<file path="src/rtl/fetch_seq.sv">
// Fetch-stage sequencer: owns the PC, drives a req/ack instruction-memory port
// and feeds {pc, pc+4, ir} to decode through an output slot plus one skid entry.
module fetch_seq #(
  parameter logic [31:0] RESET_PC = 32'h0000_3000
) (
  input  logic        clk,
  input  logic        reset,
  input  logic        stall,
  input  logic        redirect_valid,
  input  logic [31:0] redirect_pc,
  output logic        im_req,
  output logic [31:0] im_addr,
  input  logic        im_ack,
  input  logic [31:0] im_rdata,
  output logic        f_valid,
  output logic [31:0] f_pc,
  output logic [31:0] f_pc4,
  output logic [31:0] f_ir
);

  typedef enum logic [1:0] {FETCH, SKID, DRAIN} state_t;

  state_t      state_q, state_d;
  logic [31:0] req_pc_q, req_pc_d;
  logic [31:0] pend_pc_q, pend_pc_d;
  logic        f_valid_q, f_valid_d;
  logic [31:0] f_pc_q, f_pc_d;
  logic [31:0] f_ir_q, f_ir_d;
  logic        skid_valid_q, skid_valid_d;
  logic [31:0] skid_pc_q, skid_pc_d;
  logic [31:0] skid_ir_q, skid_ir_d;

  logic        consume;
  logic        out_free;
  logic        redir;
  logic [31:0] redir_pc;

  assign consume  = f_valid_q & ~stall;
  assign out_free = ~f_valid_q | consume;
  assign redir    = redirect_valid & ~stall;
  assign redir_pc = {redirect_pc[31:2], 2'b00};

  // im_req is gated by reset directly so the port is quiet for the whole reset pulse.
  assign im_req  = ~reset & (state_q != SKID);
  assign im_addr = req_pc_q;
  assign f_valid = f_valid_q;
  assign f_pc    = f_pc_q;
  assign f_pc4   = f_pc_q + 32'd4;
  assign f_ir    = f_ir_q;

  always_comb begin
    state_d      = state_q;
    req_pc_d     = req_pc_q;
    pend_pc_d    = pend_pc_q;
    f_valid_d    = f_valid_q & ~consume;
    f_pc_d       = f_pc_q;
    f_ir_d       = f_ir_q;
    skid_valid_d = skid_valid_q;
    skid_pc_d    = skid_pc_q;
    skid_ir_d    = skid_ir_q;

    unique case (state_q)
      FETCH: begin
        if (redir) begin
          if (im_ack) begin
            req_pc_d = redir_pc;
          end else begin
            // The outstanding request must still complete; remember where to go next.
            pend_pc_d = redir_pc;
            state_d   = DRAIN;
          end
        end else if (im_ack) begin
          req_pc_d = req_pc_q + 32'd4;
          if (out_free) begin
            f_valid_d = 1'b1;
            f_pc_d    = req_pc_q;
            f_ir_d    = im_rdata;
          end else begin
            skid_valid_d = 1'b1;
            skid_pc_d    = req_pc_q;
            skid_ir_d    = im_rdata;
            state_d      = SKID;
          end
        end
      end
      SKID: begin
        if (redir) begin
          req_pc_d = redir_pc;
          state_d  = FETCH;
        end else if (consume) begin
          f_valid_d    = 1'b1;
          f_pc_d       = skid_pc_q;
          f_ir_d       = skid_ir_q;
          skid_valid_d = 1'b0;
          state_d      = FETCH;
        end
      end
      DRAIN: begin
        if (im_ack) begin
          req_pc_d = redir ? redir_pc : pend_pc_q;
          state_d  = FETCH;
        end else if (redir) begin
          pend_pc_d = redir_pc;
        end
      end
      default: state_d = FETCH;
    endcase

    if (redir) begin
      f_valid_d    = 1'b0;
      skid_valid_d = 1'b0;
    end
  end

  always_ff @(posedge clk or posedge reset) begin
    if (reset) begin
      state_q      <= FETCH;
      req_pc_q     <= RESET_PC;
      pend_pc_q    <= RESET_PC;
      f_valid_q    <= 1'b0;
      f_pc_q       <= 32'd0;
      f_ir_q       <= 32'd0;
      skid_valid_q <= 1'b0;
      skid_pc_q    <= 32'd0;
      skid_ir_q    <= 32'd0;
    end else begin
      state_q      <= state_d;
      req_pc_q     <= req_pc_d;
      pend_pc_q    <= pend_pc_d;
      f_valid_q    <= f_valid_d;
      f_pc_q       <= f_pc_d;
      f_ir_q       <= f_ir_d;
      skid_valid_q <= skid_valid_d;
      skid_pc_q    <= skid_pc_d;
      skid_ir_q    <= skid_ir_d;
    end
  end

endmodule

</file>
<file path="config.mk">
export PLATFORM = sky130hd
export DESIGN_NAME = fetch_seq
export DESIGN_NICKNAME = d
export VERILOG_FILES = /design/src/rtl/fetch_seq.sv
export SDC_FILE = /design/constraint.sdc
export NUM_CORES = 1
export LEC_CHECK = 0
export CAP_MARGIN = 20
export CORE_MARGIN = 2
export CORE_UTILIZATION = 54
export CTS_BUF_LIST = sky130_fd_sc_hd__clkbuf_4
export CTS_CLUSTER_DIAMETER = 30
export DETAILED_ROUTE_END_ITERATION = 10
export HOLD_SLACK_MARGIN = 0.12
export PLACE_DENSITY = 0.83
export SLEW_MARGIN = 20
export SYNTH_ARGS = -nofsm -noshare
export SYNTH_HDL_FRONTEND = slang
export SYNTH_SLANG_ARGS = --single-unit
</file>
<file path="constraint.sdc">
create_clock -name clk -period 6.7 [get_ports clk]
set_input_delay 0.67 -clock clk [delete_from_list [all_inputs] [get_ports clk]]
set_output_delay 0.67 -clock clk [all_outputs]
set_load 0.02 [all_outputs]
</file>
; ---- After elaboration in Yosys (flattened, before gate mapping)
; Index checks and enable logic that the tools add are counted.
[classes]
add_sub_neg = 2
mux = 36
n_div = 0
n_lt_le_gt_ge = 0
bitwise_logic = 11
n_reduce_logical = 9
eq_ne = 17
multipliers = 0
shifts = 0
[ops]
columns = operator, n
row1 = $mux 32, 19
row2 = $pmux 32 s2, 3
row3 = $pmux 32 s3, 1
row4 = $add 32x3->32 const B, 2
row5 = $ne 2x2->1 const B, 10
row6 = $mux 2, 7
row7 = $ne 3x3->1 const B, 4
row8 = $reduce_and 4->1, 3
row9 = $not 1->1, 6
row10 = $pmux 2 s3, 1
row11 = $reduce_and 6->1, 1
row12 = $reduce_and 5->1, 1
row13 = $and 1x1->1, 4
row14 = $mux 1, 4
row15 = $reduce_bool 2->1, 2
row16 = $reduce_bool 3->1, 1
row17 = $eq 2x1->1 const B, 1
row18 = $eq 2x2->1 const B, 1
row19 = $logic_not 2->1, 1
row20 = $ne 2x1->1 const B, 1
row21 = $pmux 1 s2, 1
row22 = $or 1x1->1, 1
[word_totals]
elab_cells = 83
ff_bits = 195
output_inout_bits = 130
memories = 0
latch_bits = 0
romBits = 0
ramBits = 0

; ---- Longest topological paths before layout
[depth]
depth_word = 8
ltp_mapped = 11
mapped_depth_nobuf = 7

; ---- Worst setup path before layout
; No wires, ideal clock.
[synth_timing]
path_kind = register to output
start = register f_pc_q[4], in the netlist f_pc[4]
end = output port f_pc4[21]
path_slack_ns = 4.192
path_stages_with_launch = 6
arrival_time_ns = 1.838
path_cell_list = dfrtp_1 > nand4_2 > nor3_4 > nand2_1 > or3_1 > xnor2_1
[synth_between]
elab_chain_cells = 1
[synth_lines]
columns = item, line
row1 = start: declaration, 27  ; logic [31:0] f_pc_q, f_pc_d;
row2 = start signal: assignment, 131  ; f_pc_q <= f_pc_d;
row3 = $add 32x3->32, 48  ; assign f_pc4 = f_pc_q + 32'd4;
row4 = end: declaration, 17  ; output logic [31:0] f_pc4,
; Every way passes these cells.

; ---- Final worst setup path
[layout_timing]
start = register state_q[1]
end = output port im_req
[layout_between]
elab_chain_cells = 2
[layout_lines]
columns = item, line
row1 = start: declaration, 23  ; state_t state_q, state_d;
row2 = start signal: assignment, 127  ; state_q <= state_d;
row3 = $ne 2x1->1, 44  ; assign im_req = ~reset & (state_q != SKID);
row4 = $and 1x1->1, 44
row5 = end: declaration, 11  ; output logic im_req,
; Every way passes these cells.

==> results_dict.tcl <==
set metrics [dict create \
    dpl.hpwl_mm 17.8 \
    cp.arrival_ns 3.35 \
    num_rows 50 \
    peakVddDrop_mv 0.368 \
    power.density_mw_per_mm2 489 \
    syn2layout_area_growth_pct 22.4 \
    fin_ws_ns 2.68 \
    fp.dieW_um 142 \
    grt_pass1_wl_mm 40.3 \
    slowest_stage "buf_4" \
    cts_root_buf "clkbuf_4" \
    syn_avg_cell_area_um2 10.3 \
    post-cts-setup-buffers 0 \
    dp_slack_ns 2.83 \
    grt_max_degree 126 \
    drc 0 \
    ctsHoldBuffers 0 \
    synth_cell_type_count 70 \
    crit_start "state_q[1]" \
    slew-limit-headroom_pct 34.6 \
    synth_top_cell_by_area "dfrtp_1" \
    end_kind "output port" \
    htreeDepth 4 \
    grt_pass1_vias 7609 \
    postSynthCellCount 1001 \
    worstPathRequired_ns 6.03 \
    yosys_warnings 0 \
    fp.dieArea_mm2 0.0202 \
    die_h_um 142 \
    clockBufferDepth 2 \
    grt_usage_pct 25.4 \
    tritoncts "built" \
    initial_core_util_pct 55.2 \
    hp-class "reg2reg" \
    status "finished, final reports clean" \
    ios 199 \
    timing.final.crit_period_ns 4.02 \
    gp_congestion 0.856 \
    hold_viol 0 \
    drive_gt1_share_pct 13.9 \
    finalCritPeriodShare_pct 60.0 \
    critPathTopFamily "buffers and inverters" \
    ctsResizeCount 0 \
    cap_violations 0 \
    port_buffers 196 \
    core_area_mm2 0.0187 \
    mappedNetlistArea_mm2 0.0103 \
    cts_sinks 195 \
    worst-path-buf-inv 3 \
    grt_antenna_before_repair 1 \
    setup_viol 0 \
    synth_top_area_share_pct 46.3 \
    wirelength_mm 25.8 \
    synthArstFlopShare_pct 100 \
    path_cells "inv_1 > ha_4 > buf_4 > nor2_1 > clkdlybuf4s50_1" \
    clk_latency_ns 0.62 \
    path_class "reg2out" \
    skew_ns 0.0194 \
    p_leak_nw 5.27 \
    synth_area_leaders "dfrtp_1 (46%), mux2_2 (9.6%), mux2i_1 (8.1%), nand2_1 (5.1%), o21ai_0 (3.8%)" \
    finalMaxSlewViolations 0 \
    route.vias.total 8434 \
    via_per_inst 6.01 \
    numCtsBuffers 17 \
    synth_nets 1076 \
    r2r_start "state_q[1]" \
    wire_per_inst_um 18.4 \
    drtIter0Drc 676 \
    critical_path.max_stage_delay_ns 0.83 \
    ys_ff_latch 195 \
    hp-start "f_ir[20]" \
    worstMarginPinSlew_ns 0.982 \
    startpoint_type "flip-flop" \
    path_clk_slew_ns 0.16 \
    timing.fmax_mhz 249 \
    grt_overflow 0 \
    nNetsFinal 1230 \
    ys.flop_type "dfrtp_1" \
    worst-path-max-fanout 55 \
    drt_pass1_iterations 5 \
    synth_edf_count 0 \
    rsz0062_at_grt "false" \
    final_antenna_net_count 0 \
    setup_tns_ns 0 \
    yosysSeqAreaShare_pct 47.3 \
]
==> worst register-to-register path, delay by kind of cell, from the launching register on <==
family                     cells  cell delay (ns)
DFF                            1             0.44
and+or+nand+nor                2             0.23
AOI/OAI and AO/OA              2             0.87
buffers and inverters          3             1.58
adders and majority gates      1             0.60
==> worst paths after layout <==
check,to,slack [ns],depth (start not counted)
worst max-delay path,im_req,2.68,5
worst min-delay path,f_ir[20],0.50,2
worst min register to register,f_ir[20],0.50,2
worst max register to register,f_ir[28],2.85,8
min in group asynchronous,skid_pc_q[30],0.65,2
max in group asynchronous,skid_pc_q[16],4.63,3
==> metrics by stage <==
| step | hold WS [ns] | util (%) | power, mW | std cells | area [um^2] |
|---|---|---|---|---|---|
| final | 0.502 | 67.5 | 6.17 | 1403 | 12600 |
| after global routing | 0.528 | 67.5 | 6.57 | 1403 | 12600 |
| after CTS | 0.507 | 67.5 | 6.18 | 1402 | 12600 |
| after detailed placement | 0.471 | 65.9 | 5.53 | 1370 | 12300 |
| after global placement | 0.461 | 65.9 | 5.39 | 1370 | 12300 |
| after floorplan | 0.450 | - | 4.32 | 1001 | 10300 |
==> final cells by class <==
class | count | area, um^2
fillers | 1436 | 6080
well taps | 234 | 293
multi-input cells | 714 | 5020
diodes | 1 | 2.50
clock buffers | 17 | 128
flip-flops and latches | 195 | 4880
clock inverters | 15 | 171
repair buffers | 207 | 2040
inverters | 20 | 82.6
==> cell families after synthesis <==
group                      share of synthesized area, %
AOI/OAI and AO/OA                                  14.1
xor gates and xnor gates                           2.80
adders and majority gates                         0.728
buffers and inverters                              4.28
DFF                                                47.3
muxes                                              17.7
and+or+nand+nor                                    13.1
==> synth_stat cells, drive strengths merged, types with 6 or more instances <==
cell    count
a32o       10
mux2       88
xnor2      19
xor2       14
nand2     141
buf        51
mux2i      83
a21oi      32
o22ai       6
nor3       12
a211oi      7
nand3      38
nand4      14
o21ai     100
ha          6
clkbuf     21
and3        8
dfrtp     191
o211ai     13
inv        20
nor2       40
==> placed cells by master (no fill, tap or decap), drive strengths merged, types with 4 or more instances in the layout <==
master / instances
inv: 27
mux2: 88
o22ai: 6
nand3: 38
o21ai: 100
mux2i: 83
clkbuf: 17
a22oi: 4
o31ai: 5
nand2: 141
and2: 5
and3: 8
a211oi: 7
nand4: 14
dfstp: 4
ha: 6
a21oi: 32
o211ai: 13
dfrtp: 191
a31o: 5
nor2b: 4
xor2: 14
a22o: 5
clkinv: 4
nor2: 40
o31a: 5
buf: 11
xnor2: 19
nor3: 12
clkdlybuf4s50: 196
a32o: 10
==> state kept, by name, summed over array words and instances (netlist names) <==
name / count
skid_ir_q: 32
pend_pc_q: 32
state_q: 2
f_valid: 1
f_pc: 32
skid_pc_q: 32
f_ir: 32
im_addr: 32
==> where the power goes <==
group	switching (mW)	internal, mW
registers	0.542	1.71
clock network	0.445	0.203
logic	1.75	1.52
==> routing by layer <==
| metal | share of wire [%] | wire, um | track usage [%] |
|---|---|---|---|
| met1 | 44 | 11200 | 35.5 |
| met2 | 46 | 11800 | 39.5 |
| met3 | 7.1 | 1830 | 4.07 |
| met4 | 3.6 | 920 | 11.2 |
| met5 | 0 | 0 | 0 |
Note: power is estimated with default switching activity, not from simulation.
